`src/rtl/adc_seq_pkg.sv`:
```
// Shared types and width helpers for the ADC scan sequencer.
//   state_t      : sequencer FSM states
//   ch_w()       : channel index width for a given channel count
//   cnt_w()      : width of a counter that must hold values 0..n
package adc_seq_pkg;

    typedef enum logic [1:0] {
        IDLE,
        SETTLE,
        CONVERT,
        OUTPUT
    } state_t;

    localparam int unsigned DEF_WIDTH       = 8;
    localparam int unsigned DEF_NCH         = 4;
    localparam int unsigned DEF_SETTLE_CYC  = 1000;
    localparam int unsigned DEF_AVG_LOG2    = 2;
    localparam int unsigned DEF_TIMEOUT_CYC = 66000;

    function automatic int unsigned ch_w(input int unsigned nch);
        return (nch > 1) ? $clog2(nch) : 1;
    endfunction

    function automatic int unsigned cnt_w(input int unsigned n);
        return (n > 0) ? $clog2(n + 1) : 1;
    endfunction

endpackage

```
`src/rtl/adc_scan_sequencer_if.sv`:
```
// Bus bundle between the scan sequencer and its surroundings.
//   slave  : the sequencer (takes control/ADC/ready, drives mux/enable/result)
//   master : the host side (drives control/ADC/ready, observes the rest)
interface adc_scan_sequencer_if
    import adc_seq_pkg::*;
#(
    parameter int unsigned WIDTH = DEF_WIDTH,
    parameter int unsigned NCH   = DEF_NCH,
    parameter int unsigned CH_W  = ch_w(NCH)
);
    logic             start;
    logic             continuous;
    logic             abort;
    logic [NCH-1:0]   ch_mask;
    logic [CH_W-1:0]  mux_sel;
    logic             adc_enable;
    logic             adc_valid;
    logic [WIDTH-1:0] adc_code;
    logic             res_valid;
    logic             res_ready;
    logic [CH_W-1:0]  res_channel;
    logic [WIDTH-1:0] res_code;
    logic             res_timeout;
    logic             busy;

    modport slave (
        input  start, continuous, abort, ch_mask, adc_valid, adc_code, res_ready,
        output mux_sel, adc_enable, res_valid, res_channel, res_code, res_timeout, busy
    );

    modport master (
        output start, continuous, abort, ch_mask, adc_valid, adc_code, res_ready,
        input  mux_sel, adc_enable, res_valid, res_channel, res_code, res_timeout, busy
    );
endinterface

```
`src/rtl/adc_next_channel.sv`:
```
// Combinational priority finder over a channel mask.
//   mask_i  : candidate channels
//   cur_i   : current channel index
//   first_i : 1 = lowest set bit of mask_i; 0 = lowest set bit strictly above cur_i
//   next_o  : found index (0 when none)
//   found_o : a qualifying bit exists
module adc_next_channel
    import adc_seq_pkg::*;
#(
    parameter int unsigned NCH  = DEF_NCH,
    parameter int unsigned CH_W = ch_w(NCH)
) (
    input  logic [NCH-1:0]  mask_i,
    input  logic [CH_W-1:0] cur_i,
    input  logic            first_i,
    output logic [CH_W-1:0] next_o,
    output logic            found_o
);
    always_comb begin
        next_o  = '0;
        found_o = 1'b0;
        for (int i = 0; i < int'(NCH); i++) begin
            if (!found_o && mask_i[i] && (first_i || i > int'(cur_i))) begin
                next_o  = CH_W'(i);
                found_o = 1'b1;
            end
        end
    end
endmodule

```
`src/rtl/adc_scan_sequencer.sv`:
```
// Multi-channel scan controller for the ramp-compare ADC. Settles the analog mux,
// collects 2^AVG_LOG2 conversions per channel, emits one averaged code per channel
// on a valid/ready port and walks the latched channel mask.
//   clk     : system clock
//   reset_n : asynchronous active-low reset
//   bus     : control (start/continuous/abort/ch_mask), mux/ADC side
//             (mux_sel/adc_enable/adc_valid/adc_code), result port
//             (res_valid/res_ready/res_channel/res_code/res_timeout) and busy
module adc_scan_sequencer
    import adc_seq_pkg::*;
#(
    parameter int unsigned WIDTH       = DEF_WIDTH,
    parameter int unsigned NCH         = DEF_NCH,
    parameter int unsigned SETTLE_CYC  = DEF_SETTLE_CYC,
    parameter int unsigned AVG_LOG2    = DEF_AVG_LOG2,
    parameter int unsigned TIMEOUT_CYC = DEF_TIMEOUT_CYC
) (
    input  logic clk,
    input  logic reset_n,
    adc_scan_sequencer_if.slave bus
);
    localparam int unsigned CH_W  = ch_w(NCH);
    localparam int unsigned ACC_W = WIDTH + AVG_LOG2;
    localparam int unsigned TMO_W = cnt_w(TIMEOUT_CYC);
    localparam int unsigned SET_W = cnt_w(SETTLE_CYC);
    localparam int unsigned N_W   = AVG_LOG2 + 1;
    localparam logic [N_W-1:0] NSAMP = N_W'(2 ** AVG_LOG2);

    state_t           state_q, state_d;
    logic [CH_W-1:0]  ch_q, ch_d;
    logic [NCH-1:0]   mask_q, mask_d;
    logic [ACC_W-1:0] acc_q, acc_d;
    logic [N_W-1:0]   n_q, n_d;
    logic [TMO_W-1:0] tmo_q, tmo_d;
    logic [SET_W-1:0] set_q, set_d;
    logic             tflag_q, tflag_d;

    logic [CH_W-1:0]  next_above, lowest;
    logic             found_above, found_lowest;
    logic [NCH-1:0]   lowest_mask;
    logic             sample;
    logic [WIDTH-1:0] sample_code;
    logic [N_W-1:0]   n_inc;

    // In IDLE the lowest-channel search runs on the live mask so start can latch it.
    assign lowest_mask = (state_q == IDLE) ? bus.ch_mask : mask_q;
    assign n_inc       = n_q + N_W'(1);

    adc_next_channel #(.NCH(NCH), .CH_W(CH_W)) u_next_above (
        .mask_i  (mask_q),
        .cur_i   (ch_q),
        .first_i (1'b0),
        .next_o  (next_above),
        .found_o (found_above)
    );

    adc_next_channel #(.NCH(NCH), .CH_W(CH_W)) u_lowest (
        .mask_i  (lowest_mask),
        .cur_i   ('0),
        .first_i (1'b1),
        .next_o  (lowest),
        .found_o (found_lowest)
    );

    always_comb begin
        state_d     = state_q;
        ch_d        = ch_q;
        mask_d      = mask_q;
        acc_d       = acc_q;
        n_d         = n_q;
        tmo_d       = tmo_q;
        set_d       = set_q;
        tflag_d     = tflag_q;
        sample      = 1'b0;
        sample_code = '0;

        unique case (state_q)
            IDLE: begin
                if (bus.start && found_lowest) begin
                    mask_d  = bus.ch_mask;
                    ch_d    = lowest;
                    set_d   = '0;
                    state_d = SETTLE;
                end
            end
            SETTLE: begin
                if (set_q == SET_W'(SETTLE_CYC - 1)) begin
                    set_d   = '0;
                    tmo_d   = '0;
                    state_d = CONVERT;
                end else begin
                    set_d = set_q + SET_W'(1);
                end
            end
            CONVERT: begin
                if (bus.adc_valid) begin
                    sample      = 1'b1;
                    sample_code = bus.adc_code;
                end else if (tmo_q == TMO_W'(TIMEOUT_CYC - 1)) begin
                    // Ramp never tripped the comparator: count it as full scale.
                    sample      = 1'b1;
                    sample_code = '1;
                    tflag_d     = 1'b1;
                end else begin
                    tmo_d = tmo_q + TMO_W'(1);
                end
                if (sample) begin
                    acc_d = acc_q + ACC_W'(sample_code);
                    n_d   = n_inc;
                    tmo_d = '0;
                    if (n_inc == NSAMP) begin
                        state_d = OUTPUT;
                    end
                end
            end
            OUTPUT: begin
                if (bus.res_ready) begin
                    acc_d   = '0;
                    n_d     = '0;
                    tflag_d = 1'b0;
                    if (found_above) begin
                        ch_d    = next_above;
                        state_d = SETTLE;
                    end else if (bus.continuous) begin
                        ch_d    = lowest;
                        state_d = SETTLE;
                    end else begin
                        ch_d    = '0;
                        mask_d  = '0;
                        state_d = IDLE;
                    end
                end
            end
            default: state_d = IDLE;
        endcase

        if (bus.abort) begin
            state_d = IDLE;
            ch_d    = '0;
            mask_d  = '0;
            acc_d   = '0;
            n_d     = '0;
            tmo_d   = '0;
            set_d   = '0;
            tflag_d = 1'b0;
        end
    end

    always_ff @(posedge clk or negedge reset_n) begin
        if (!reset_n) begin
            state_q <= IDLE;
            ch_q    <= '0;
            mask_q  <= '0;
            acc_q   <= '0;
            n_q     <= '0;
            tmo_q   <= '0;
            set_q   <= '0;
            tflag_q <= 1'b0;
        end else begin
            state_q <= state_d;
            ch_q    <= ch_d;
            mask_q  <= mask_d;
            acc_q   <= acc_d;
            n_q     <= n_d;
            tmo_q   <= tmo_d;
            set_q   <= set_d;
            tflag_q <= tflag_d;
        end
    end

    // Result fields are forced to 0 outside OUTPUT so a partial accumulation never leaks.
    assign bus.mux_sel     = ch_q;
    assign bus.adc_enable  = (state_q == CONVERT);
    assign bus.res_valid   = (state_q == OUTPUT);
    assign bus.res_channel = bus.res_valid ? ch_q : '0;
    assign bus.res_code    = bus.res_valid ? acc_q[ACC_W-1 -: WIDTH] : '0;
    assign bus.res_timeout = bus.res_valid & tflag_q;
    assign bus.busy        = (state_q != IDLE);
endmodule

```
`src/flat_wrapper.sv`:
```
// flat-port wrapper written by rule: the top's interface ports become plain ports
module adc_scan_sequencer_flat import adc_seq_pkg::*;
#(
    parameter int unsigned WIDTH       = DEF_WIDTH,
    parameter int unsigned NCH         = DEF_NCH,
    parameter int unsigned SETTLE_CYC  = DEF_SETTLE_CYC,
    parameter int unsigned AVG_LOG2    = DEF_AVG_LOG2,
    parameter int unsigned TIMEOUT_CYC = DEF_TIMEOUT_CYC
)
  (clk, reset_n, bus_start, bus_continuous, bus_abort, bus_ch_mask, bus_adc_valid, bus_adc_code, bus_res_ready, bus_mux_sel, bus_adc_enable, bus_res_valid, bus_res_channel, bus_res_code, bus_res_timeout, bus_busy);
  adc_scan_sequencer_if #(.WIDTH(WIDTH), .NCH(NCH)) bus_i ();
  input  logic clk;
  input  logic reset_n;
  input wire logic [$bits(bus_i.start)-1:0] bus_start;
  input wire logic [$bits(bus_i.continuous)-1:0] bus_continuous;
  input wire logic [$bits(bus_i.abort)-1:0] bus_abort;
  input wire logic [$bits(bus_i.ch_mask)-1:0] bus_ch_mask;
  input wire logic [$bits(bus_i.adc_valid)-1:0] bus_adc_valid;
  input wire logic [$bits(bus_i.adc_code)-1:0] bus_adc_code;
  input wire logic [$bits(bus_i.res_ready)-1:0] bus_res_ready;
  output wire logic [$bits(bus_i.mux_sel)-1:0] bus_mux_sel;
  output wire logic [$bits(bus_i.adc_enable)-1:0] bus_adc_enable;
  output wire logic [$bits(bus_i.res_valid)-1:0] bus_res_valid;
  output wire logic [$bits(bus_i.res_channel)-1:0] bus_res_channel;
  output wire logic [$bits(bus_i.res_code)-1:0] bus_res_code;
  output wire logic [$bits(bus_i.res_timeout)-1:0] bus_res_timeout;
  output wire logic [$bits(bus_i.busy)-1:0] bus_busy;
  assign bus_i.start = bus_start;
  assign bus_i.continuous = bus_continuous;
  assign bus_i.abort = bus_abort;
  assign bus_i.ch_mask = bus_ch_mask;
  assign bus_i.adc_valid = bus_adc_valid;
  assign bus_i.adc_code = bus_adc_code;
  assign bus_i.res_ready = bus_res_ready;
  assign bus_mux_sel = bus_i.mux_sel;
  assign bus_adc_enable = bus_i.adc_enable;
  assign bus_res_valid = bus_i.res_valid;
  assign bus_res_channel = bus_i.res_channel;
  assign bus_res_code = bus_i.res_code;
  assign bus_res_timeout = bus_i.res_timeout;
  assign bus_busy = bus_i.busy;
  adc_scan_sequencer #(.WIDTH(WIDTH), .NCH(NCH), .SETTLE_CYC(SETTLE_CYC), .AVG_LOG2(AVG_LOG2), .TIMEOUT_CYC(TIMEOUT_CYC)) u_core (.clk(clk), .reset_n(reset_n), .bus(bus_i));
endmodule
```
`config.mk`:
```
export PLATFORM = sky130hd
export DESIGN_NAME = adc_scan_sequencer_flat
export DESIGN_NICKNAME = d
export VERILOG_FILES = /design/src/rtl/adc_seq_pkg.sv /design/src/rtl/adc_scan_sequencer_if.sv /design/src/rtl/adc_next_channel.sv /design/src/rtl/adc_scan_sequencer.sv /design/src/flat_wrapper.sv
export SDC_FILE = /design/constraint.sdc
export NUM_CORES = 1
export LEC_CHECK = 0
export CAP_MARGIN = 10
export CORE_MARGIN = 1
export CORE_UTILIZATION = 48
export DETAILED_ROUTE_END_ITERATION = 8
export PLACE_DENSITY = 0.72
export RECOVER_POWER = 50
export SLEW_MARGIN = 20
export SYNTH_ARGS = -nofsm -noshare
export SYNTH_HDL_FRONTEND = slang
export SYNTH_SLANG_ARGS = --single-unit
```
`constraint.sdc`:
```
create_clock -name clk -period 3.1 [get_ports clk]
set_input_delay 0.465 -clock clk [delete_from_list [all_inputs] [get_ports clk]]
set_output_delay 0.465 -clock clk [all_outputs]
set_load 0.005 [all_outputs]
```
Word level (Yosys, flattened, before mapping)
Cells that the tools add are included.
W data, S select, Z words.

storage, ports and cells
  register bits after elaboration = 49
  bits of input ports = 19
  output and inout bits = 16
  logic and storage cells = 126

operators by class
  add/subtract/negate cells = 4
  $lt $le $gt $ge = 3
  eq/ne operators = 17
  mux-type cells = 66
  bitwise operators = 1
  reduce and logical (&&, ||, !) cells = 27

operators by type and width
  operator                 count
  $mux W17                 5
  $mux W10                 6
  $pmux W10 S2             2
  $mux W2                  17
  $pmux W17 S2             1
  $mux W8                  4
  $mux W4                  6
  $add A17 B1 Y17 const B  1
  $eq A17 B17 Y1 const B   1
  $mux W1                  17
  $ne A3 B3 Y1 const B     5
  $ne A3 B2 Y1 const B     4
  $reduce_bool A3 Y1       4
  $add A10 B1 Y10 const B  1
  $add A10 B8 Y10          1
  $eq A10 B10 Y1 const B   1
  $reduce_and A5 Y1        2
  $logic_and A1 B1 Y1      9
  $mux W3                  3
  $pmux W2 S4              1
  $pmux W4 S2              1
  $reduce_and A4 Y1        2
  $pmux W3 S2              1
  $reduce_and A3 Y1        2
  other kinds (15)         21

Longest topological paths before layout
Gate-level depths: netlist of the first run.

  word-level depth = 17
  mapped depth = 13

Hierarchy
Synthesis of the first run repeated with hierarchy kept, for this count alone.

unflattened totals
  cells, all modules = 416
  area, all modules = 3412.0 sq um

modules (own cells, without submodules)
  module              times used  cells an instance  area an instance (sq um)
  adc_scan_sequencer  1           388                3236.9
  adc_next_channel    2           14                 87.6

Worst setup path before layout of the first run
OpenSTA, ideal clock, no wires.

  path type = flip-flop to flip-flop
  start = register u_core.tmo_q[14]
  end = register u_core.acc_q[8]
  arrival = 3.036 ns
  path slack = -0.019 ns
  cell stages (with the launch flop) = 13
  path buffers = 0
  cells stage by stage = dfrtp_1 -> or4_1 -> nor4_4 -> nand2_1 -> nand2_1 -> ha_1 -> inv_1 -> fa_1 -> nor2b_1 -> o31a_1 -> o22ai_1 -> or4_1 -> o21ai_0

between the ends
  word-level cells in the longest chain between the ends = 8
  elaborated cells between the ends (all ways) = 13

RTL lines
  what                    line                       source
  from (decl)             adc_scan_sequencer.sv:34   logic [TMO_W-1:0] tmo_q, tmo_d;
  from (signal assigned)  adc_scan_sequencer.sv:165  tmo_q <= tmo_d;
  $eq A17 B17 Y1 *        adc_scan_sequencer.sv:99   end else if (tmo_q == TMO_W'(TIMEOUT_CYC - 1)) begin
  $mux W8                 adc_scan_sequencer.sv:99
  $mux W8                 adc_scan_sequencer.sv:96   if (bus.adc_valid) begin
  $mux W8                 adc_scan_sequencer.sv:77   unique case (state_q)
  $add A10 B8 Y10         adc_scan_sequencer.sv:108  acc_d = acc_q + ACC_W'(sample_code);
  $mux W10                adc_scan_sequencer.sv:107  if (sample) begin
  $pmux W10 S2            adc_scan_sequencer.sv:77
  $mux W10                adc_scan_sequencer.sv:137  if (bus.abort) begin
  to (signal assigned)    adc_scan_sequencer.sv:154  acc_q <= '0;
  to (signal assigned)    adc_scan_sequencer.sv:163  acc_q <= acc_d;
  to (decl)               adc_scan_sequencer.sv:32   logic [ACC_W-1:0] acc_q, acc_d;

Every way passes the cells marked *; elsewhere a longest branch is shown, timed or not. The select of a mux whose other input is x is not followed.
A chain may end at the register's enable or synchronous reset.

Worst setup path after layout of the first run
  start = register u_core.tmo_q[14]
  end = register u_core.acc_q[6]

Same word-level chain as after synthesis.

==> results.md, run 1 <==
- CTS tree: built
- Ys Warns: 0
- # DRC: 1
- Die area: 7190 µm²
- Clock latency on the worst-skew pair: 0.31 ns
- Avg Inst Size Synth: 8.39 µm²
- Rows: 29
- Simple-Gate Fraction of Synth Area: 25.7%
- Crit path max fanout: 6
- Max Clk Rate: 0.336 GHz
- Relative slew slack: -38.9%
- HPWL after detailed placement: 5.47 mm
- Final setup fails: 0
- Final Hold Viols: 0
- Post-synth top flop: dfrtp_1
- Yosys reg bits: 49
- Synth Area in Compound Gates: 23.8%
- Critical Path Sink Type: flip-flop
- Routed WL per cell: 15.2 µm
- Max-slew violation count: 39
- Max Root-Sink Buffers: 2
- Post-Syn Area: 3290 µm²
- Period utilisation layout: 95.9%
- Initial DRT Pass Iterations: 7
- Worst EP arrival: 3.20 ns
- CTS sink cnt: 49
- DR vias: 3083
- IO Pins: 35
- Main combinational cell family by area after synthesis: simple AND/OR/NAND/NOR gates
- EDFF count, synth: 0
- Core area: 6490 µm²
- P_int: 1.34 mW
- Largest net degree at the start of global routing: 39
- Vias/cell: 6.00
- Cell total after placement: 501
- Least-Margin Pin Slew: 2.08 ns
- GRT Util Overall: 22.9%
- Clk slew on worst S/H paths: 0.10 ns
- Clk network pwr share: 22.9%
- Post-synthesis cell count: 392
- Post-route ant nets: 0
- Vias in the first global route: 2883
- Violation count after the first detailed-route iteration: 240
- Final std cells w/o fill: 514
- Nets@finish: 473
- CP required: 3.32 ns
- Switching fraction of total power: 36.9%
- Leakage: 1.69 nW
- Post-Synth XOR/XNOR Area: 0.799%
- Mux cell area share after synthesis: 1.22%
- Status: complete, but fails checks
- RePlAce Congestion: 0.872
- Hold Buf Count CTS: 0
- Minimum clock period: 2.97 ns
- First-pass GRT wire length: 13.4 mm
- Antenna violations before repair: 0
- Setup CP Type: flip-flop to flip-flop
- H-tree depth: 2
- Count of input and output buffers: 34
- Sequential share of power: 38.0%
- Cts bufs inserted: 5
- Comb pwr share: 39.0%
- Pwr Density: 537 nW/µm²
- Peak supply drop: 0.405 mV
- Die span in y: 84.8 µm
- Number of library cell types mapped by synthesis: 54
- Total gr overflow: 0
- Wirelength, routed: 7.80 mm
- CTS root buf: clkbuf_8
- Area grow syn2layout: 19.7%
- Hold crit path type: flip-flop to flip-flop
- Setup TNS: 0 ns
- RSZ-0062 raised after global routing: false
- Antenna diode count: 0
- Max_cap viols: 1
- Post-synthesis adder-cell area fraction: 7.07%
- Seq/Total Area, Yosys: 37.3%
- Crit path launch type: flip-flop
- Synthesized Nets: 429
- Starting Density: 50.6%
- Worst Clk Skew: 0.0108 ns
- Fraction of layout cells with a size suffix above 1: 8.70%
- Post-synth ARST share: 100%
- Die W: 84.8 µm
- Failing checks: design-rule violations, max-capacitance violations, max-slew violations
- Switch Pwr: 0.781 mW
## placed cells by master (no fill, tap or decap), types with 6 or more instances in the layout
cell             instances
a21o_1                   6
a21oi_1                 19
and2_1                  10
buf_4                   16
clkbuf_8                 6
clkdlybuf4s50_1         30
dfrtp_1                 49
ha_1                    16
inv_1                   18
nand2_1                 56
nand2b_1                 6
nand3_1                 12
nor2_1                  25
nor2b_1                  8
nor3_1                  13
o21a_1                   8
o21ai_0                 38
o22ai_1                  6
o31ai_1                 13
## worst max-delay path, cell delays in order, from the launching register on
cell,delay (ns)
dfrtp_1,0.41
or4_4,0.55
nor4_4,0.20
nand2_2,0.13
buf_6,0.16
nand2_1,0.05
ha_1,0.26
nor2b_1,0.16
o31a_1,0.30
buf_4,0.15
o21a_1,0.17
o21a_1,0.16
o31ai_1,0.17
## layout make-up
class                   count  area (µm²)
flip-flops and latches     49        1230
clock buffers               6        82.6
multi-input cells         308        1950
fillers                   565        2560
inverters                  18        67.6
repair buffers             54         477
clock inverters             2        37.5
well taps                  77        96.3
## state kept, by name, summed over array words and instances, names as in the netlist
register	cells
u_core.n_q	3
u_core.bus.mux_sel	2
u_core.tflag_q	1
u_core.acc_q	10
u_core.set_q	10
u_core.mask_q	4
u_core.tmo_q	17
u_core.state_q	2
## Yosys cell counts, types with 2 or more instances
cell type | number | area share [%]
nand3b_1 | 2 | 0.46
o21a_1 | 8 | 1.8
and2_1 | 10 | 1.9
a21oi_1 | 19 | 2.9
nor3_1 | 13 | 2.0
buf_2 | 3 | 0.46
nand4b_1 | 2 | 0.53
nand4bb_1 | 2 | 0.68
nand4_1 | 5 | 0.95
or4_1 | 6 | 1.4
nor2_1 | 25 | 2.9
xor2_1 | 2 | 0.53
o22ai_1 | 6 | 1.1
a22o_1 | 4 | 1.1
a211oi_1 | 6 | 1.4
and3_1 | 3 | 0.57
a21o_1 | 6 | 1.4
a2111oi_2 | 2 | 0.91
nor2b_1 | 8 | 1.5
or2_2 | 2 | 0.38
o41ai_1 | 4 | 1.1
nand3_1 | 12 | 1.8
dfrtp_1 | 49 | 37
ha_1 | 17 | 6.5
mux2i_1 | 4 | 1.2
nand2b_1 | 6 | 1.1
o21ai_0 | 38 | 5.8
o31ai_1 | 13 | 3.0
nor4_1 | 2 | 0.38
nand2_1 | 57 | 6.5
or3_1 | 3 | 0.57
inv_1 | 18 | 2.1
clkbuf_1 | 14 | 1.6
## metal layers
metal  GRT usage [%]  vias to the layer above  wire, µm
met5               0                        -         0
met4            8.63                        0       180
met3            3.34                       21       336
met2            35.6                       87      3550
met1            32.3                     1461      3720
li1                -                     1514         -
## path summary, 6_finish.rpt
check	from	depth (start not counted)	slack (ns)	to
max	u_core.tmo_q[14]$_DFFE_PN0P_	12	0.13	u_core.acc_q[6]$_DFFE_PN0P_
min in group asynchronous	reset_n	1	0.74	u_core.tmo_q[7]$_DFFE_PN0P_
min	u_core.acc_q[0]$_DFFE_PN0P_	2	0.49	u_core.acc_q[0]$_DFFE_PN0P_
min reg2reg	u_core.acc_q[0]$_DFFE_PN0P_	2	0.49	u_core.acc_q[0]$_DFFE_PN0P_
max in group asynchronous	reset_n	2	1.15	u_core.acc_q[9]$_DFFE_PN0P_
max reg2reg	u_core.tmo_q[14]$_DFFE_PN0P_	12	0.13	u_core.acc_q[6]$_DFFE_PN0P_
## stage by stage
| stage | hold slack (ns) | utilization [%] | cell area [µm²] | total power [mW] | setup slack, ns |
|---|---|---|---|---|---|
| floorplan | 0.169 | - | 3290 | 1.38 | 0.0329 |
| global placement | 0.472 | 58.1 | 3770 | 1.62 | 0.138 |
| detailed placement | 0.486 | 58.1 | 3770 | 1.64 | 0.0386 |
| CTS | 0.300 | 59.9 | 3890 | 2.13 | 0.00876 |
| global route | 0.531 | 60.6 | 3940 | 2.27 | 0.00468 |
| finish | 0.494 | 60.6 | 3940 | 2.12 | 0.126 |
## power by group through the flow
| stage | Clock, mW | Combinational (mW) | Sequential [mW] |
|---|---|---|---|
| 2_1_floorplan | 0 | 0.580 | 0.799 |
| 3_3_place_gp | 0 | 0.806 | 0.816 |
| 3_5_place_dp | 0 | 0.821 | 0.816 |
| 4_1_cts | 0.499 | 0.826 | 0.804 |
| 5_1_grt | 0.527 | 0.923 | 0.818 |
| 6_report | 0.485 | 0.827 | 0.805 |
## what timing repair did
action                                  CTS  global route
endpoints found under the setup margin    0             5
buffers inserted                          0             5
resized for setup                         0             4
## kinds of logic (layout without fill, tap and decap cells)
| logic type | after synthesis | in the layout |
|---|---|---|
| xor gates and xnor gates | 3 | 3 |
| muxes | 4 | 4 |
| AOI/OAI and AO/OA | 118 | 118 |
| buffers and inverters | 35 | 80 |
| adders and majority gates | 18 | 18 |
| DFF | 49 | 49 |
| and+or+nand+nor | 165 | 165 |
Note: power is estimated with default switching activity, not from simulation.
==> run 2, diff against run 1 <==
CTS_CLUSTER_DIAMETER = 120   (was not set)
==> results of run 2 <==
Same layout as run 1: the final DEF is identical, and so are final timing and power.
==> run 3, diff against run 2 <==
clock period = 2.4 ns   (was 3.1 ns; I/O delays follow)
==> results.md, run 3 (synthesis results as in run 1) <==
- Die span in y: 84.8 µm (unchanged)
- Global routing's busiest layer: met2
- Worst Clk Skew: 0.00730 ns (-0.00355 ns)
- Least-Margin Pin Slew: 1.41 ns (-0.671 ns)
- Largest register FFs: 17 (unchanged)
- Total gr overflow: 0 (unchanged)
- Largest net degree at the start of global routing: 27 (-31%)
- Worst EP arrival: 3.17 ns (-0.03 ns)
- Hold crit path type: input port to asynchronous set/reset pin
- Final hold slack: 0.355 ns (-0.139 ns)
- Leakage: 1.89 nW (+12%)
- Setup CP Type: flip-flop to flip-flop
- Met3 Use GR: 3.34% (unchanged)
- Clk slew on worst S/H paths: 0.10 ns (about the same)
- Max_cap viols: 0 (-1)
- Clock latency on the worst-skew pair: 0.31 ns (about the same)
- Rows: 29 (unchanged)
- IO Pins: 35 (unchanged)
- Flop-to-flop setup slack: -0.52 ns (-0.65 ns)
- Regs by FF count: u_core.tmo_q (17), u_core.acc_q (10), u_core.set_q (10)
- # DRC: 4 (+3)
- Cts bufs inserted: 5 (unchanged)
- RePlAce Congestion: 0.887 (+1.7%)
- Register area: 1230 µm² (unchanged)
- Final Instance Area: 4270 µm² (+8.4%)
- Pwr Density: 669 nW/µm² (+24%)
- Cell total after placement: 542 (+8.2%)
- Global Route met1 Usage: 34.1% (+1.9 points)
- Most frequent cells in the layout: buf_4 (55), nand2_1 (53), dfrtp_1 (49), o21ai_0 (36), clkdlybuf4s50_1 (31)
- CP required: 2.65 ns (-0.67 ns)
- R2R Path Start: u_core.tmo_q[11]$_DFFE_PN0P_
- Antenna violations before repair: 0 (unchanged)
- Crit path max fanout: 4 (-2)
- Routed WL per cell: 15.2 µm (+0.55%)
- CP Launch Point: u_core.tmo_q[11]$_DFFE_PN0P_
- Die area: 7190 µm² (unchanged)
- Final setup fails: 8 (+8)
- Relative slew slack: 5.81% (+45 points)
- Minimum clock period: 2.92 ns (-0.0507 ns)
- Wirelength, routed: 8.40 mm (+7.8%)
- Core area: 6490 µm² (unchanged)
- Post-route ant nets: 0 (unchanged)
- Final std cells w/o fill: 551 (+7.2%)
- Worst Reg-to-Reg Cells: 12 (unchanged)
- Status: complete, but fails checks
- CTS tree: built
- HPWL after detailed placement: 6.12 mm (+12%)
- Worst Setup EP: u_core.acc_q[8]$_DFFE_PN0P_
- Peak supply drop: 0.470 mV (+16%)
- Max Root-Sink Buffers: 2 (unchanged)
- Commonest non-fill, non-tap cell in the layout: buf_4
- DR vias: 3198 (+3.7%)
- Final Hold Viols: 0 (unchanged)
- Starting Density: 50.6% (unchanged)
- Placed inst area: 4120 µm² (+9.2%)
- H-tree depth: 2 (unchanged)
- Vias/cell: 5.80 (-3.2%)
- Initial DRT Pass Iterations: 9 (+2)
- Crit path launch type: flip-flop
- First-pass GRT wire length: 14.3 mm (+7.1%)
- Period utilisation layout: 122% (+26 points)
- CTS root buf: clkbuf_8
- Setup WS post-layout: -0.523 ns (-0.649 ns)
- Violation count after the first detailed-route iteration: 192 (-20%)
- Max-slew violation count: 0 (-100%)
- Critical Path Sink Type: flip-flop
- Area grow syn2layout: 29.8%
- Setup TNS: -2.29 ns (-2.29 ns)
- Hold Buf Count CTS: 0 (unchanged)
- Reg with most FFs: u_core.tmo_q
- Failing checks: design-rule violations, negative setup slack
- Filler cells: 542 (-4.1%)
- RSZ-0062 raised after global routing: true
- Fraction of layout cells with a size suffix above 1: 19.0% (+10 points)
- Met2 Track Usage GR: 40.6% (+5.0 points)
- Antenna diode count: 0 (unchanged)
- GRT Util Overall: 24.6% (+1.7 points)
- Vias in the first global route: 3079 (+6.8%)
- Die W: 84.8 µm (unchanged)
- Nets@finish: 510 (+7.8%)
- Max Clk Rate: 0.342 GHz (+1.7%)
- Area of the multi-input gates: 2020 µm² (+3.6%)
- Count of input and output buffers: 34 (unchanged)
- CTS sink cnt: 49 (unchanged)
- Reg-to-Reg End: u_core.acc_q[8]$_DFFE_PN0P_
-- run 3: cell types whose count changed in the layout (fill, tap and decap cells not counted), sizes merged --
| cell | delta |
|---|---|
| clkinv | +1 |
| bufinv | -1 |
| buf | +38 |
| dlygate4sd3 | -1 |
| clkinvlp | -1 |
| clkdlybuf4s50 | +1 |
-- run 3: through the flow --
stage               setup slack, ns  power, mW  utilization (%)
floorplan                    -0.507       1.80                -
global placement             -0.369       2.23             63.5
detailed placement           -0.444       2.26             63.5
CTS                          -0.467       2.83             65.4
global route                 -0.648       3.04             65.7
finish                       -0.523       2.86             65.7
-- run 3: final cells by class --
cell class,count,share of cell area (%)
Clock buffer,7,2.26
Clock inverter,1,0.117
Inverter,18,1.58
Multi-Input combinational cell,308,47.4
Sequential cell,49,28.7
Tap cell,77,2.26
Timing Repair Buffer,91,17.7
-- run 3: worst max-delay path, cell delays in order (launching register included) --
cell and delay (ns):
dfrtp_1 0.39, or4_4 0.55, nor4_4 0.21, nand2_2 0.13, nand2_1 0.09, ha_2 0.18, inv_2 0.04, fa_2 0.36
nor2b_4 0.13, o31a_1 0.18, o22ai_1 0.10, or4_1 0.41, o21ai_1 0.08
-- run 3: worst min-delay path by stage --
stage / end / depth (start not counted) / slack (ns)
floorplan: u_core.acc_q[0]$_DFFE_PN0P_ / 0 / 0.06
global placement: u_core.tmo_q[10]$_DFFE_PN0P_ / 1 / 0.41
detailed placement: u_core.tmo_q[10]$_DFFE_PN0P_ / 1 / 0.42
CTS: u_core.tmo_q[10]$_DFFE_PN0P_ / 1 / 0.08
global route: u_core.tmo_q[10]$_DFFE_PN0P_ / 1 / 0.50
finish: u_core.tmo_q[10]$_DFFE_PN0P_ / 1 / 0.36
-- run 3: report_power, final --
part	leakage (nW)	internal, mW	switching (mW)
clock network	0.0542	0.261	0.289
registers	0.675	0.937	0.113
logic	1.16	0.567	0.688
total	1.89	1.77	1.09
-- run 3: what timing repair did --
| item | 4_1_cts | 5_1_grt |
|---|---|---|
| cloned | 0 | 0 |
| setup endpoints to repair | 7 | 11 |
| setup buffers | 1 | 1 |
| gates resized for setup | 7 | 8 |
| pin swaps | 3 | 2 |
-- run 3: per-layer routing --
layer / vias to the layer above / share of wire [%]
met4: 0 / 1.3
met2: 74 / 48
li1: 1579 / -
met1: 1534 / 48
met3: 11 / 3.4
met5: - / 0
